==> src/rtl/loadable_4bit_up_counter.sv <==
// Presettable up-counter: each clock it loads data_in (clamped to MAX_VALUE) or increments, wrapping after MAX_VALUE.
// Optional build macro COUNTER_SATURATE_EN makes the counter hold at MAX_VALUE instead of wrapping.
module loadable_4bit_up_counter #(
    parameter int unsigned      WIDTH       = 4,
    parameter logic [WIDTH-1:0] MAX_VALUE   = {WIDTH{1'b1}},
    parameter logic [WIDTH-1:0] RESET_VALUE = '0
) (
    input  logic             clk,
    input  logic             rst,
    input  logic             load,
    input  logic [WIDTH-1:0] data_in,
    output logic [WIDTH-1:0] data_out
);

    logic [WIDTH-1:0] cnt;
    logic [WIDTH-1:0] cnt_next;

    // Terminal-count compare happens before the increment, so the add never needs a carry out.
    always_comb begin
        cnt_next = '0;
        if (load) begin
            cnt_next = (data_in > MAX_VALUE) ? MAX_VALUE : data_in;
        end else if (cnt < MAX_VALUE) begin
            cnt_next = cnt + 1'b1;
        end else begin
`ifdef COUNTER_SATURATE_EN
            cnt_next = MAX_VALUE;
`else
            cnt_next = '0;
`endif
        end
    end

    always_ff @(posedge clk or negedge rst) begin
        if (!rst) begin
            cnt <= RESET_VALUE;
        end else begin
            cnt <= cnt_next;
        end
    end

    assign data_out = cnt;

endmodule

==> config.mk <==
export PLATFORM = sky130hd
export DESIGN_NAME = loadable_4bit_up_counter
export DESIGN_NICKNAME = d
export VERILOG_FILES = /design/src/rtl/loadable_4bit_up_counter.sv
export SDC_FILE = /design/constraint.sdc
export NUM_CORES = 1
export LEC_CHECK = 0
export BUFFER_PORTS_ARGS = -buffer_cell sky130_fd_sc_hd__clkbuf_2
export CORE_AREA = 2 2 39 41
export DETAILED_ROUTE_END_ITERATION = 10
export DIE_AREA = 0 0 41 43
export REMOVE_ABC_BUFFERS = 1
export SLEW_MARGIN = 5
export SYNTH_ARGS = -nofsm -noshare
export SYNTH_HDL_FRONTEND = slang
export SYNTH_SLANG_ARGS = --single-unit
export TNS_END_PERCENT = 5
==> constraint.sdc <==
create_clock -name clk -period 1.95 [get_ports clk]
set_input_delay 0.4875 -clock clk [delete_from_list [all_inputs] [get_ports clk]]
set_output_delay 0.4875 -clock clk [all_outputs]
set_load 0.005 [all_outputs]
==> impl_metrics.json, run 1 <==
{
  "ant_nets": 0,
  "period_minus_slack_ns": 1.29,
  "placed_area_sq_um": 265,
  "combPwrFrac_pct": 20.3,
  "cp_num_buf_inv": 1,
  "power.total_mw": 0.269,
  "holdBufCountCts": 0,
  "grt_pass1_vias": 194,
  "grt_overflow": 0,
  "cts_setup_buffers": 0,
  "syn_area_per_cell_sq_um": 10.8,
  "cp_slowest_cell": "dfrtp_1",
  "cts_buffers": 3,
  "critPathKind": "flip-flop to output port",
  "nNetsFinal": 41,
  "dp_hpwl_microns": 372,
  "period_share_pct": 66.3,
  "fmax_mhz": 774,
  "grt_use_met2_pct": 9.69,
  "yosysTopAreaCell": "dfrtp_1",
  "p_leak_nw": 0.146,
  "area_growth_pct": 47.4,
  "grt_pass1_wl_microns": 800,
  "die_width_microns": 41,
  "rows": 14,
  "portBuffers": 10,
  "diodes": 0,
  "cp_top_family": "flip-flops",
  "cts_tree": "done",
  "grt_use_met1_pct": 7.17,
  "synth_seq_cells": 4,
  "worstPathMaxFanout": 5,
  "routed_wirelength_microns": 442,
  "final_cell_mix": "10 x clkbuf_2, 4 x dfrtp_1, 3 x clkbuf_4",
  "cp-end-kind": "output port",
  "maxSlewViolCount": 0,
  "peakVddDrop_mv": 0.138,
  "p_switching_mw": 0.0719,
  "ys_top_cells_by_area": "dfrtp_1 51%, ha_1 6.4%, mux2_2 5.8%, a21oi_1 5.1%, o21ai_0 5.1%",
  "clockBufferDepth": 2,
  "io_pins": 11,
  "internal_power_mw": 0.197,
  "cts.clk_slew.worst_paths_ns": 0.04,
  "worst-r2r-cell-count": 2,
  "via_per_inst": 3.83,
  "grt-busiest-layer": "met4",
  "drtIter0Drc": 2,
  "largest_reg_flops": 4,
  "max-cap-violations": 0,
  "final_hold_viol_count": 0,
  "grt_max_degree": 8,
  "swShare_pct": 26.7,
  "drcViolationCount": 0,
  "powerDensity_mw_per_mm2": 935,
  "core-area_sq_mm": 0.00138,
  "antenna_found_initial": 0,
  "place.gp.congestion": 0.587,
  "ctsRootBufferMaster": "clkbuf_4",
  "synth_area_sq_um": 195,
  "cp.depth": 1,
  "start_util_pct": 14.1,
  "grt_util_met3_pct": 3.66,
  "status": "finished, final reports clean",
  "critical_path.max_stage_delay_ns": 0.43,
  "vias": 180,
  "dieHeight_microns": 43,
  "p_seq_share_pct": 42.3,
  "setup_violations": 0,
  "critPathArrivalTime_ns": 0.80,
  "cts.repair.resized": 0,
  "synth_top_area_share_pct": 51.3,
  "insertion_delay_ns": 0.23,
  "skew_ns": 0.000425,
  "ys_types": 12,
  "crit_path_start_kind": "flip-flop",
  "netlist_instances": 18,
  "min_path_type": "input port to asynchronous set/reset pin",
  "synth_warnings": 0,
  "cts-htree-levels": 1,
  "clockPowerShare_pct": 37.3,
  "drive_above_1_share_pct": 45.2,
  "synth_seq_area_share_pct": 51.3,
  "clkSinkCount": 4,
  "worstPathCellList": "clkbuf_2",
  "grt_usage_pct": 7.56,
  "tns_ns": 0,
  "tightestPinTransition_ns": 0.218,
  "final_common_cell": "clkbuf_2",
  "rsz0062_at_grt": "no",
  "dieArea_sq_mm": 0.00176,
  "avgRoutedWirePerCell_microns": 9.40,
  "firstDrtPassIters": 2,
  "relSlewSlack_pct": 85.4,
  "final_area_sq_um": 288,
  "critPathRequiredTime_ns": 1.46
}
power groups by stage:
stage | registers [mW] | logic (mW) | clock network (mW)
after floorplan | 0.113 | 0.0291 | 0
after global placement | 0.114 | 0.0567 | 0
after detailed placement | 0.115 | 0.0563 | 0
after CTS | 0.114 | 0.0565 | 0.106
after global routing | 0.117 | 0.0663 | 0.107
final | 0.114 | 0.0548 | 0.100
per-stage QoR:
stage / util (%) / cells / setup WS (ns) / hold slack, ns
global placement: 19.2 / 44 / 0.857 / 0.298
floorplan: - / 18 / 0.889 / 0.192
CTS: 20.8 / 47 / 0.653 / 0.0494
detailed placement: 19.2 / 44 / 0.845 / 0.300
finish: 20.8 / 47 / 0.658 / 0.0545
global route: 20.8 / 47 / 0.623 / 0.0576
synthesized netlist by cell type:
| library cell | n |
|---|---|
| dfrtp_1 | 4 |
| a21oi_1 | 2 |
| inv_1 | 2 |
| o21ai_0 | 2 |
| a21o_1 | 1 |
| a311oi_1 | 1 |
| a41oi_1 | 1 |
| ha_1 | 1 |
| mux2_2 | 1 |
| nand2_1 | 1 |
| nor2b_1 | 1 |
| xnor2_1 | 1 |
logic make-up (layout without fill, tap and decap cells):
kind of cell | after synthesis | count (layout) | share of synthesized area (%)
compound gates | 7 | 7 | 23.1
buf+inv | 2 | 15 | 3.85
flops | 4 | 4 | 51.3
simple gates | 2 | 2 | 5.13
fa+ha+maj | 1 | 1 | 6.41
xor+xnor | 1 | 1 | 4.49
mux | 1 | 1 | 5.77
worst paths after layout:
check	from	endpoint	slack, ns
max in group asynchronous	rst	data_out[3]$_DFF_PN0_	1.77
worst min register to register	data_out[3]$_DFF_PN0_	data_out[3]$_DFF_PN0_	0.59
worst max register to register	data_out[0]$_DFF_PN0_	data_out[1]$_DFF_PN0_	0.87
worst min-delay path	rst	data_out[2]$_DFF_PN0_	0.05
min in group clk	data_in[0]	data_out[0]$_DFF_PN0_	0.47
worst max-delay path	data_out[2]$_DFF_PN0_	data_out[2]	0.66
area by class of cell:
cell class	count	area [sq um]
sequential	4	100
multi-input combinational	12	87.6
inverter	2	7.51
timing repair buffer	10	50.0
clock buffer	3	22.5
fill	156	1100
tap	16	20.0
metal layers:
metal | wire, microns | vias up
li1 | - | 92
met1 | 155 | 82
met2 | 241 | 6
met3 | 46 | 0
met4 | 0 | 0
met5 | 0 | -
No activity file was read; power rests on OpenSTA's default activity.
==> inputs of run 2 (changes only) <==
- clock period: 1.95 -> 1.3 ns (I/O delays scaled with it)
==> impl_metrics.json, run 2 (same netlist as run 1, synthesis figures left out) <==
{
  "grt-busiest-layer": "met2",
  "final_common_cell": "clkbuf_2",
  "nNetsFinal": 42,
  "via_per_inst": 3.85,
  "antenna_found_initial": 0,
  "cts.repair.resized": 0,
  "ant_nets": 0,
  "final_cell_mix": "10 x clkbuf_2, 4 x dfrtp_1, 3 x clkbuf_4",
  "dp_slack_ns": 0.178,
  "grt_overflow": 0,
  "relSlewSlack_pct": 80.0,
  "grt_usage_pct": 6.46,
  "grt_pass1_wl_microns": 690,
  "placed_area_sq_um": 265,
  "cts_buffers": 3,
  "rsz0062_at_grt": "no",
  "firstDrtPassIters": 2,
  "insertion_delay_ns": 0.23,
  "dieArea_sq_mm": 0.00176,
  "max-cap-violations": 0,
  "final_area_sq_um": 298,
  "finalNonFillerCells": 48,
  "cts.clk_slew.worst_paths_ns": 0.03,
  "cts-htree-levels": 1,
  "vias": 185,
  "power.total_mw": 0.403,
  "final_hold_viol_count": 0,
  "avgRoutedWirePerCell_microns": 9.15,
  "critPathKind": "flip-flop to flip-flop",
  "fmax_mhz": 873,
  "cts_tree": "done",
  "cp_slowest_cell": "dfrtp_1",
  "grt_max_degree": 8,
  "maxSlewViolCount": 0,
  "period_minus_slack_ns": 1.14,
  "io_pins": 11,
  "dp_hpwl_microns": 374,
  "area_growth_pct": 52.6,
  "grt_util_met3_pct": 3.14,
  "drive_above_1_share_pct": 43.8,
  "drcViolationCount": 0,
  "rows": 14,
  "start_util_pct": 14.1,
  "grt_use_met1_pct": 6.23,
  "powerDensity_mw_per_mm2": 1350,
  "ctsRootBufferMaster": "clkbuf_4",
  "worstPathMaxFanout": 5,
  "setup_violations": 0,
  "status": "finished, final reports clean",
  "dieHeight_microns": 43,
  "peakVddDrop_mv": 0.253,
  "crit_path_start_kind": "flip-flop",
  "drtIter0Drc": 6,
  "dp_cells": 44,
  "diodes": 0,
  "portBuffers": 10,
  "min_path_type": "input port to flip-flop",
  "core-area_sq_mm": 0.00138,
  "critPathArrivalTime_ns": 1.31,
  "cp-end-kind": "flip-flop",
  "tns_ns": 0,
  "cts_setup_buffers": 0,
  "period_share_pct": 88.1,
  "die_width_microns": 41,
  "place.gp.congestion": 0.610,
  "clockBufferDepth": 2,
  "routed_wirelength_microns": 439,
  "tightestPinTransition_ns": 0.298,
  "worstPathCellList": "ha_1 -> a311oi_1 -> a21o_1",
  "largest_reg_flops": 4,
  "grt_pass1_vias": 199,
  "grt_use_met2_pct": 9.38,
  "critPathRequiredTime_ns": 1.47,
  "skew_ns": 0.000752,
  "p_leak_nw": 0.150,
  "clkSinkCount": 4,
  "critical_path.max_stage_delay_ns": 0.41,
  "setup_ws_ns": 0.155
}
run 2: final cells by class:
| type | count | area, sq um |
|---|---|---|
| multi-input combinational | 12 | 87.6 |
| clock buffer | 3 | 22.5 |
| inverter | 2 | 7.51 |
| fill | 158 | 1090 |
| sequential | 4 | 100 |
| timing repair buffer | 11 | 60.1 |
| tap | 16 | 20.0 |
run 2: power breakdown:
part           internal, mW  switching, mW
Combinational        0.0495         0.0370
Sequential            0.146         0.0238
Clock                 0.103         0.0443
Total                 0.298          0.105
run 2: per-layer routing:
metal	wire length [microns]	vias up	part of all wire (%)
met1	143	84	33
met4	0	0	0
met2	248	6	56
met5	0	-	0
met3	47	0	11
li1	-	95	-
run 2: worst paths after layout:
check                      slack [ns]  cells after the start                  start                    end
max                              0.16                      3  data_out[0]$_DFF_PN0_  data_out[0]$_DFF_PN0_
min                              0.31                      3             data_in[2]  data_out[2]$_DFF_PN0_
max reg2reg                      0.16                      3  data_out[0]$_DFF_PN0_  data_out[0]$_DFF_PN0_
min reg2reg                      0.58                      2  data_out[3]$_DFF_PN0_  data_out[3]$_DFF_PN0_
max in group asynchronous        0.74                      2                    rst  data_out[1]$_DFF_PN0_
min in group asynchronous        0.44                      2                    rst  data_out[0]$_DFF_PN0_
run 2: timing repair:
item	CTS	global route
endpoints found under the setup margin	0	0
hold buffers	1	0
hold endpoints to repair	4	0
run 2: metrics by stage:
| stage | util [%] | hold WS [ns] |
|---|---|---|
| 2_1_floorplan | - | 0.0294 |
| 3_3_place_gp | 19.2 | 0.136 |
| 3_5_place_dp | 19.2 | 0.136 |
| 4_1_cts | 21.5 | 0.306 |
| 5_1_grt | 21.5 | 0.314 |
| 6_report | 21.5 | 0.314 |
run 2: critical path: cells and delay by family, from the launching register on:
family / cells / cell delay (ns)
AO/OA/AOI/OAI: 2 / 0.41
adder cells (fa/ha/maj): 1 / 0.26
flip-flops: 1 / 0.41
